### src/rtl/fifo_cmd_ctrl.sv
// Command front end for fifo_top: push/pop arbitration, occupancy count, read return.
// Optional grant counters: define FIFO_CMD_STATS_EN.
module fifo_cmd_ctrl #(
    parameter int DATA_WIDTH   = 4,
    parameter int NUM_ENTRIES  = 4,
    parameter int OPCODE_WIDTH = 2,
    parameter int CNT_WIDTH    = $clog2(NUM_ENTRIES) + 1
) (
    input  logic                             clk,
    input  logic                             reset,
    input  logic                             wr_req,
    input  logic [DATA_WIDTH-1:0]            wr_data,
    output logic                             wr_ready,
    input  logic                             rd_req,
    output logic                             rd_ready,
    output logic [DATA_WIDTH-1:0]            rd_data,
    output logic                             rd_valid,
    output logic [OPCODE_WIDTH+DATA_WIDTH-1:0] vector_out,
    input  logic [DATA_WIDTH-1:0]            fifo_dout,
`ifdef FIFO_CMD_STATS_EN
    output logic [15:0]                      wr_total,
    output logic [15:0]                      rd_total,
`endif
    output logic [CNT_WIDTH-1:0]             level
);

    localparam logic [OPCODE_WIDTH-1:0] OP_NOP   = OPCODE_WIDTH'(0);
    localparam logic [OPCODE_WIDTH-1:0] OP_READ  = OPCODE_WIDTH'(1);
    localparam logic [OPCODE_WIDTH-1:0] OP_WRITE = OPCODE_WIDTH'(2);
    localparam logic [CNT_WIDTH-1:0]    FULL     = CNT_WIDTH'(NUM_ENTRIES);

    typedef enum logic {PRIO_WR, PRIO_RD} prio_t;

    prio_t       prio, prio_next;
    logic        wr_ok, rd_ok, collide;
    logic        wr_grant, rd_grant;
    logic [1:0]  rd_pipe;

    always_comb begin
        wr_ok     = (level != FULL);
        rd_ok     = (level != '0);
        collide   = wr_req && rd_req && wr_ok && rd_ok;
        // The losing side of a live collision sees ready low.
        wr_ready  = !reset && wr_ok && !(rd_req && rd_ok && prio == PRIO_RD);
        rd_ready  = !reset && rd_ok && !(wr_req && wr_ok && prio == PRIO_WR);
        wr_grant  = wr_req && wr_ready;
        rd_grant  = rd_req && rd_ready;
        prio_next = prio;
        if (collide) begin
            prio_next = (prio == PRIO_WR) ? PRIO_RD : PRIO_WR;
        end
    end

    always_ff @(posedge clk or posedge reset) begin
        if (reset) begin
            prio <= PRIO_WR;
        end else begin
            prio <= prio_next;
        end
    end

    always_ff @(posedge clk or posedge reset) begin
        if (reset) begin
            vector_out <= '0;
            level      <= '0;
            rd_pipe    <= '0;
            rd_valid   <= 1'b0;
            rd_data    <= '0;
        end else begin
            if (wr_grant) begin
                vector_out <= {OP_WRITE, wr_data};
                level      <= level + 1'b1;
            end else if (rd_grant) begin
                vector_out <= {OP_READ, {DATA_WIDTH{1'b0}}};
                level      <= level - 1'b1;
            end else begin
                vector_out <= {OP_NOP, {DATA_WIDTH{1'b0}}};
            end
            // fifo_top executes one edge after the grant and registers data_out.
            rd_pipe  <= {rd_pipe[0], rd_grant};
            rd_valid <= rd_pipe[1];
            if (rd_pipe[1]) begin
                rd_data <= fifo_dout;
            end
        end
    end

`ifdef FIFO_CMD_STATS_EN
    always_ff @(posedge clk or posedge reset) begin
        if (reset) begin
            wr_total <= '0;
            rd_total <= '0;
        end else begin
            if (wr_grant && wr_total != 16'hFFFF) begin
                wr_total <= wr_total + 16'd1;
            end
            if (rd_grant && rd_total != 16'hFFFF) begin
                rd_total <= rd_total + 16'd1;
            end
        end
    end
`endif

endmodule

### config.mk
export PLATFORM = sky130hd
export DESIGN_NAME = fifo_cmd_ctrl
export DESIGN_NICKNAME = d
export VERILOG_FILES = /design/src/rtl/fifo_cmd_ctrl.sv
export SDC_FILE = /design/constraint.sdc
export NUM_CORES = 1
export LEC_CHECK = 0
export ABC_AREA = 1
export BUFFER_PORTS_ARGS = -buffer_cell sky130_fd_sc_hd__buf_2
export CAP_MARGIN = 20
export CORE_ASPECT_RATIO = 1.2
export CORE_MARGIN = 2
export CORE_UTILIZATION = 45
export CTS_CLUSTER_SIZE = 28
export DETAILED_ROUTE_END_ITERATION = 8
export GPL_ROUTABILITY_DRIVEN = 1
export PLACE_DENSITY = 0.84
export SLEW_MARGIN = 25
export SYNTH_ARGS = -nofsm -noshare
export SYNTH_HDL_FRONTEND = slang
export SYNTH_SLANG_ARGS = --single-unit
export TNS_END_PERCENT = 100
### constraint.sdc
create_clock -name clk -period 4.4 [get_ports clk]
set_input_delay 0.66 -clock clk [delete_from_list [all_inputs] [get_ports clk]]
set_output_delay 0.66 -clock clk [all_outputs]
set_load 0.05 [all_outputs]
==> results.ini, run 1 <==
[synthesis]
synthMostInstantiatedCell=dfrtp_1
synth_area_leader_cell=dfrtp_1
synth_cell_type_count=14
syn_area_um2=721.9
synth_common_cells=dfrtp_1, inv_1, nand2_1
synth-simple-area-share_pct=21.14
synthFlopType=dfrtp_1
synthTopCellsByArea=dfrtp_1, inv_1, mux2_2
ys_async_sr_fraction_pct=100.0
synth_compound_area_share_pct=2.426
syn_inst=67
synth_adder_area_share_pct=2.773
seq_area_frac_synth_pct=58.93
synth_edf_count=0
syn_area_per_cell_um2=10.78
synth_top_family_by_area=simple AND/OR/NAND/NOR gates
synth_top_area_share_pct=58.93
muxShareOfSynthArea_pct=6.239
synth.ff_latch_count=17
syn-num-nets=80
ys.warnings.count=0
synth-xor-area-share_pct=1.213

[grt]
grt.overflow.total=0
grt_start_max_net_pins=18
first_global_vias=479
grt_pass1_wl_mm=2.021
antenna_found_initial=0
track_usage_pct=15.71

[floorplanning]
num_rows=15
die_w_um=40.57
die_h_um=47.88
core_area_um2=1464
dieArea_um2=1942
io_pins=28
initial_core_util_pct=49.32

[setup_path]
path_class=reg -> out
cpMostUsedCell=nand2_1
startpoint_type=flop
end_kind=output port
cp_cell_sequence=nor2_4 -> nand2_1 -> nand3_1 -> nand2_1 -> inv_1 -> buf_2
crit_buf_inv=2
slowest_delay_ns=0.47
cp.arrival_ns=1.56
critPathSlowestCell=dfrtp_1
path_delay_family=simple AND/OR/NAND/NOR gates
critical_path.max_fanout=5
cp.required_ns=3.74

[cts]
cts-root-buf=clkbuf_4
path_clk_slew_ns=0.10
cts_resized=0
clkLatencyLatePin_ns=0.29
h-tree-depth=1
cts_tree=done
clockBufferDepth=2
cts_made_buffers=3
postCtsHoldBufs=0
numClockSinks=17
post_cts_buffers=0

[final_layout]
post-route-util_pct=61.88
area.growth.synth_to_final_pct=25.48
layout-drive-gt1-share_pct=42.86
antenna_cells=0
layout.nets=112

[placed_design]
pre_cts_slack_ns=2.363
hpwl_um=980.5
io_buffers=27
place_congestion=0.8094

[sta]
fin_hold_ws_ns=0.3588
slew_viol_final=0
rsz0062_at_grt=false
setup_violations=0
finalClockSkew_ns=0.01211
post-route-period-util_pct=50.40
tightest_slew_ns=0.6268
finalHoldViolations=0
period_minus_slack_ns=2.218
tns_ns=0
fmax_ghz=0.4509
relSlewSlack_pct=58.17
layout_setup_ws_ns=2.182

[power_and_ir_drop]
power_density_nw_per_um2=789.1
total_power_uw=714.9
vdd_drop_max_v=0.0003929
leakagePower_uw=0.0005384

[route]
drc=0
vias=550
detail-route-antenna-nets=0
wire_per_inst_um=10.93
routed_wl_mm=1.257
routed_via_density=4.783
drt_iter0_markers=3
first_pass_iters=4

[flow_run]
maxCapViolCount=0

[hold_path]
min_path_type=reg -> reg

[run_status]
status=finished, final reports clean

## power by group
group,switching [uW],internal [uW],total [uW]
Clock,46.9,33.8,80.7
Combinational,285,101,386
Sequential,41.2,207,248
## state kept, by name, summed over array words and instances (netlist names)
name	cells
rd_data	4
prio	1
rd_valid	1
vector_out	6
level	3
rd_pipe	2
## kinds of logic after synthesis
logic type	Yosys count
multiplexers	4
adder cells (fa/ha/maj)	1
XOR/XNOR	1
flip-flops	17
AND/OR/NAND/NOR	28
AO/OA/AOI/OAI	2
buffers and inverters	14
## path summary, 6_finish.rpt
kind / startpoint / cells after the start / slack (ns) / to
setup / recovery: level[0] / 6 / 2.18 / rd_ready
hold / removal: rd_pipe[0] / 0 / 0.36 / rd_pipe[1]
setup reg to reg: level[0] / 9 / 2.52 / level[2]
hold reg to reg: rd_pipe[0] / 0 / 0.36 / rd_pipe[1]
max in group asynchronous: reset / 2 / 3.52 / rd_data[1]
min in group asynchronous: reset / 2 / 0.47 / vector_out[1]
## through the flow
stage                     std cells  area, um2
final                           115      905.9
after global routing            115      905.9
after CTS                       115      905.9
after detailed placement        111      878.3
after global placement          111      878.3
after floorplan                  67      721.9
## cell usage in the layout (no fill, tap or decap), types with 2 or more instances in the layout
cell type  synthesis  final
clkbuf_4           0      3
nand4_1            3      3
dfrtp_1           17     17
buf_2              0     27
a21oi_2            2      2
nand3_2            2      2
mux2_2             4      4
inv_1             13     13
nand2_1           12     12
nand3_1            5      5
nor2_1             4      4
## routing by layer
| metal | up-vias | global-route usage [%] | routed length, um |
|---|---|---|---|
| met4 | 0 | 8.000 | 31 |
| met2 | 26 | 27.30 | 589 |
| met3 | 4 | 2.791 | 103 |
| met1 | 248 | 18.07 | 532 |
| li1 | 272 | - | - |
| met5 | - | 0 | 0 |
## final cells by class
class,count,area (um2)
Tap cell,17,21.27
Fill cell,131,558.0
Clock buffer,3,22.52
Timing Repair Buffer,27,135.1
Clock inverter,1,5.005
Inverter,14,52.55
Sequential cell,17,425.4
Multi-Input combinational cell,36,244.0
(Power assumes the default switching activity.)
==> run 2, diff against run 1 <==
--- a/config.mk
+++ b/config.mk
@@ -5,16 +5,16 @@
 export SDC_FILE = /design/constraint.sdc
 export NUM_CORES = 1
 export LEC_CHECK = 0
-export ABC_AREA = 1
+export ABC_AREA = 0
 export BUFFER_PORTS_ARGS = -buffer_cell sky130_fd_sc_hd__buf_2
 export CAP_MARGIN = 20
 export CORE_ASPECT_RATIO = 1.2
 export CORE_MARGIN = 2
-export CORE_UTILIZATION = 45
+export CORE_UTILIZATION = 40
 export CTS_CLUSTER_SIZE = 28
 export DETAILED_ROUTE_END_ITERATION = 8
 export GPL_ROUTABILITY_DRIVEN = 1
-export PLACE_DENSITY = 0.84
+export PLACE_DENSITY = 0.8
 export SLEW_MARGIN = 25
 export SYNTH_ARGS = -nofsm -noshare
 export SYNTH_HDL_FRONTEND = slang
==> constraint.sdc (replaced) <==
create_clock -name clk -period 1.8 [get_ports clk]
set_input_delay 0.27 -clock clk [delete_from_list [all_inputs] [get_ports clk]]
set_output_delay 0.27 -clock clk [all_outputs]
set_load 0.05 [all_outputs]
==> results.ini, run 2 <==
[sta]
tightest_slew_ns=0.2386
setup_violations=0
slew_viol_final=0
post-route-period-util_pct=95.46
finalClockSkew_ns=0.001208
finalHoldViolations=0
period_minus_slack_ns=1.718
fmax_ghz=0.5820
layout_setup_ws_ns=0.08169
fin_hold_ws_ns=0.07097
rsz0062_at_grt=false
tns_ns=0
relSlewSlack_pct=84.05

[route]
routed_wl_mm=1.076
drt_iter0_markers=5
routed_via_density=4.524
first_pass_iters=2
vias=466
wire_per_inst_um=10.45
detail-route-antenna-nets=0
drc=0

[cts]
cts-root-buf=clkbuf_4
clkLatencyLatePin_ns=0.27
h-tree-depth=1
cts_made_buffers=3
path_clk_slew_ns=0.08
clockBufferDepth=2
cts_tree=done
postCtsHoldBufs=0
numClockSinks=17

[final_layout]
antenna_cells=0
stdcell_area_um2=912.1
layout-drive-gt1-share_pct=57.65
register_area_um2=429.2
final_cell_mix=buf_2, dfrtp_1, buf_4
final_common_cell=buf_2
multiInputGateArea_um2=251.5
layout.nets=99
fillCellCount=150
largest_reg_flops=6
instances_no_fill=103
area.growth.synth_to_final_pct=35.50
regMostFlops=vector_out
reg_top3=vector_out: 6 flops, rd_data: 4 flops, level: 3 flops

[run_status]
status=finished, final reports clean

[floorplanning]
initial_core_util_pct=42.03
num_rows=16
io_pins=28
core_area_um2=1602
die_w_um=41.45
dieArea_um2=2029
die_h_um=48.94

[setup_path]
critical_path.max_fanout=5
startpoint_type=flop
cp_cell_sequence=or3_4 -> o21ai_1 -> nor2_1 -> buf_4
crit_buf_inv=1
cp.arrival_ns=1.45
critPathSlowestCell=dfrtp_2
path_delay_family=flip-flops
end_kind=output port
path_class=reg -> out
cp.required_ns=1.53
slowest_delay_ns=0.45

[placed_design]
placed_cells=97
io_buffers=27
dpl-instance-area_um2=863.3
pre_cts_slack_ns=0.1621
hpwl_um=840.2
place_congestion=0.7452

[grt]
antenna_found_initial=0
grt.overflow.total=0
track_usage_pct=12.80
grt_pass1_wl_mm=1.987
grt_start_max_net_pins=18
first_global_vias=472

[synthesis]
syn_area_um2=673.1
syn-num-nets=63
synthMostInstantiatedCell=dfrtp_1
ys_async_sr_fraction_pct=100.0
syn_area_per_cell_um2=13.46
synth_common_cells=dfrtp_1, nor2_1, and2_1, inv_1, mux2_2
seq_area_frac_synth_pct=63.20
synth_area_leader_cell=dfrtp_1
ys.warnings.count=0
synth.ff_latch_count=17
synth_cell_type_count=18
synth_top_area_share_pct=63.20
synthFlopType=dfrtp_1
syn_inst=50
synth_edf_count=0
synthTopCellsByArea=dfrtp_1, mux2_2, xor2_1

[power_and_ir_drop]
p_clk_share_pct=10.4
p_sw_uw=842.9
power_density_nw_per_um2=1930
power.internal_uw=917.5
vdd_drop_max_v=0.0009646
p_seq_share_pct=35.0
leakagePower_uw=0.0004970
comb_power_share_pct=54.6
switching_share_pct=47.88

[flow_run]
maxCapViolCount=0

[hold_path]
min_path_type=in -> async

-- run 2: kinds of logic after synthesis --
logic type,synth area share [%]
compound gates,5.761
mux,10.41
xor+xnor,3.904
simple gates,11.52
fa+ha+maj,2.974
flops,63.20
buf+inv,2.230
-- run 2: path summary, 6_finish.rpt --
| kind | depth (start not counted) | from | slack, ns | endpoint |
|---|---|---|---|---|
| worst max-delay path | 4 | level[0] | 0.08 | rd_ready |
| worst min-delay path | 3 | reset | 0.07 | level[2] |
| worst max register to register | 4 | level[1] | 0.19 | level[1] |
| worst min register to register | 0 | rd_pipe[0] | 0.37 | rd_pipe[1] |
| max in group asynchronous | 3 | reset | 1.53 | level[1] |
| min in group clk | 2 | wr_data[3] | 0.20 | vector_out[3] |
-- run 2: worst min-delay path, stage by stage --
cell and delay [ns]:
buf_2 0.12, inv_1 0.08, buf_4 0.24
-- run 2: power by group through the flow --
stage	combinational [uW]	clock, uW	sequential, uW
after global routing	1030	214	644
after floorplan	338	0	1000
final	961	183	617
after global placement	890	0	633
after detailed placement	901	0	642
after CTS	902	196	635
-- run 2: repair_timing --
item	4_1_cts	5_1_grt
setup endpoints to repair	0	1
setup buffers	0	2
resized for setup	0	4
-- run 2: layout make-up --
class / count / share of cell area [%]
clock buffers: 4 / 2.881
flip-flops and latches: 17 / 47.05
inverters: 4 / 1.646
repair buffers: 31 / 18.38
well taps: 18 / 2.469
multi-input cells: 29 / 27.57
-- run 2: metal layers --
| layer | global-route usage (%) | vias to the layer above | wire length, um |
|---|---|---|---|
| li1 | - | 234 | - |
| met1 | 15.52 | 212 | 424 |
| met3 | 2.593 | 2 | 69 |
| met4 | 6.452 | 0 | 16 |
| met2 | 21.35 | 18 | 566 |
| met5 | 0 | - | 0 |
-- run 2: through the flow --
stage	utilization, %	power [uW]
after floorplan	-	1339
after global placement	53.91	1522
after detailed placement	53.91	1544
after CTS	55.55	1733
after global routing	56.95	1883
final	56.95	1760
==> run 3, diff against run 2 <==
--- a/config.mk
+++ b/config.mk
@@ -8,7 +8,6 @@
 export ABC_AREA = 0
 export BUFFER_PORTS_ARGS = -buffer_cell sky130_fd_sc_hd__buf_2
 export CAP_MARGIN = 20
-export CORE_ASPECT_RATIO = 1.2
 export CORE_MARGIN = 2
 export CORE_UTILIZATION = 40
 export CTS_CLUSTER_SIZE = 28
==> results.ini, run 3 (synthesis results as in run 2) <==
[sta]
slew_viol_final=0
post-route-period-util_pct=95.30
layout_setup_ws_ns=0.08466
tns_ns=0
finalHoldViolations=0
setup_violations=0
tightest_slew_ns=0.2593
relSlewSlack_pct=82.66
finalClockSkew_ns=0.001723
period_minus_slack_ns=1.715
rsz0062_at_grt=false
fmax_ghz=0.5830

[floorplanning]
initial_core_util_pct=43.67
core_area_um2=1541
io_pins=28
die_w_um=45.02
num_rows=14
dieArea_um2=2027
die_h_um=45.02

[power_and_ir_drop]
power_density_nw_per_um2=1956
power.internal_uw=924.4
leakagePower_uw=0.0004990
total_power_uw=1799
vdd_drop_max_v=0.0008727
p_seq_share_pct=35.5
comb_power_share_pct=54.0
p_sw_uw=874.8
p_clk_share_pct=10.6
switching_share_pct=48.62

[final_layout]
largest_reg_flops=6
reg_top3=vector_out: 6 flops, rd_data: 4 flops, level: 3 flops
antenna_cells=0
layout-drive-gt1-share_pct=60.00
layout.nets=99
regMostFlops=vector_out
final_cell_mix=buf_2, dfrtp_1
multiInputGateArea_um2=257.7
register_area_um2=429.2
area.growth.synth_to_final_pct=36.62
fillCellCount=136
final_common_cell=buf_2

[setup_path]
critical_path.max_fanout=7
startpoint_type=flop
path_class=reg -> out
cp.arrival_ns=1.45
end_kind=output port
cp.required_ns=1.53

[placed_design]
hpwl_um=885.3
place_congestion=0.8692
pre_cts_slack_ns=0.1607
io_buffers=27

[grt]
met3_usage_pct=6.400
grt_start_max_net_pins=18
grt.busiest_layer=met2
grt_pass1_wl_mm=2.070
first_global_vias=478
grt.overflow.total=0
met1_usage_pct=17.06
antenna_found_initial=0
gr-usage-met2_pct=24.57
track_usage_pct=14.59

[hold_path]
min_path_type=in -> async

[cts]
postCtsHoldBufs=0
clockBufferDepth=2
clkLatencyLatePin_ns=0.28
cts_made_buffers=3
cts_tree=done
cts-root-buf=clkbuf_4
h-tree-depth=1
numClockSinks=17
path_clk_slew_ns=0.09

[route]
vias=472
drt_iter0_markers=8
drc=0
wire_per_inst_um=12.07
routed_via_density=4.673
routed_wl_mm=1.219
detail-route-antenna-nets=0
first_pass_iters=4

[run_status]
status=finished, final reports clean

[flow_run]
maxCapViolCount=0

[run 3: path summary, 6_finish.rpt]
path	start	to	slack, ns	depth (start not counted)
worst max-delay path	level[0]	rd_ready	0.08	4
worst min-delay path	reset	vector_out[4]	0.07	3
worst max register to register	level[0]	level[1]	0.10	5
worst min register to register	rd_pipe[0]	rd_pipe[1]	0.36	0
max in group asynchronous	reset	level[2]	1.53	3
min in group clk	wr_data[1]	vector_out[1]	0.19	2
[run 3: routing by layer]
metal	wire (um)	share of wire, %
met1	540	44
met2	593	49
met3	79	6.5
met4	5	0.41
met5	0	0
[run 3: critical path, stage by stage, from the launching register on]
cell	delay [ns]
dfrtp_2	0.48
or3_4	0.42
o21ai_2	0.07
nor2_1	0.06
buf_6	0.15
[run 3: metrics by stage]
step / hold slack [ns] / std cells / cell area, um2 / utilization [%]
5_1_grt: 0.08524 / 101 / 919.6 / 59.66
2_1_floorplan: 0.2112 / 50 / 690.7 / -
6_report: 0.06918 / 101 / 919.6 / 59.66
3_3_place_gp: 0.3322 / 95 / 860.8 / 55.84
4_1_cts: 0.06898 / 99 / 887.1 / 57.55
3_5_place_dp: 0.3451 / 95 / 860.8 / 55.84
[run 3: power by group through the flow]
stage          clock, uW  sequential, uW  combinational [uW]
2_1_floorplan          0            1000                 338
3_3_place_gp           0             632                 888
3_5_place_dp           0             644                 904
4_1_cts              197             637                 911
5_1_grt              219             657                1030
6_report             190             638                 971
[run 3: what timing repair did]
action,CTS,global route
gates resized for setup,0,7
endpoints found under the setup margin,0,1
buffers inserted,0,2
[run 3: cell type report]
cell class              instances  area share [%]
well taps                      16           2.177
flip-flops and latches         17           46.67
inverters                       4           1.633
clock buffers                   4           2.857
repair buffers                 31           18.64
multi-input cells              29           28.03
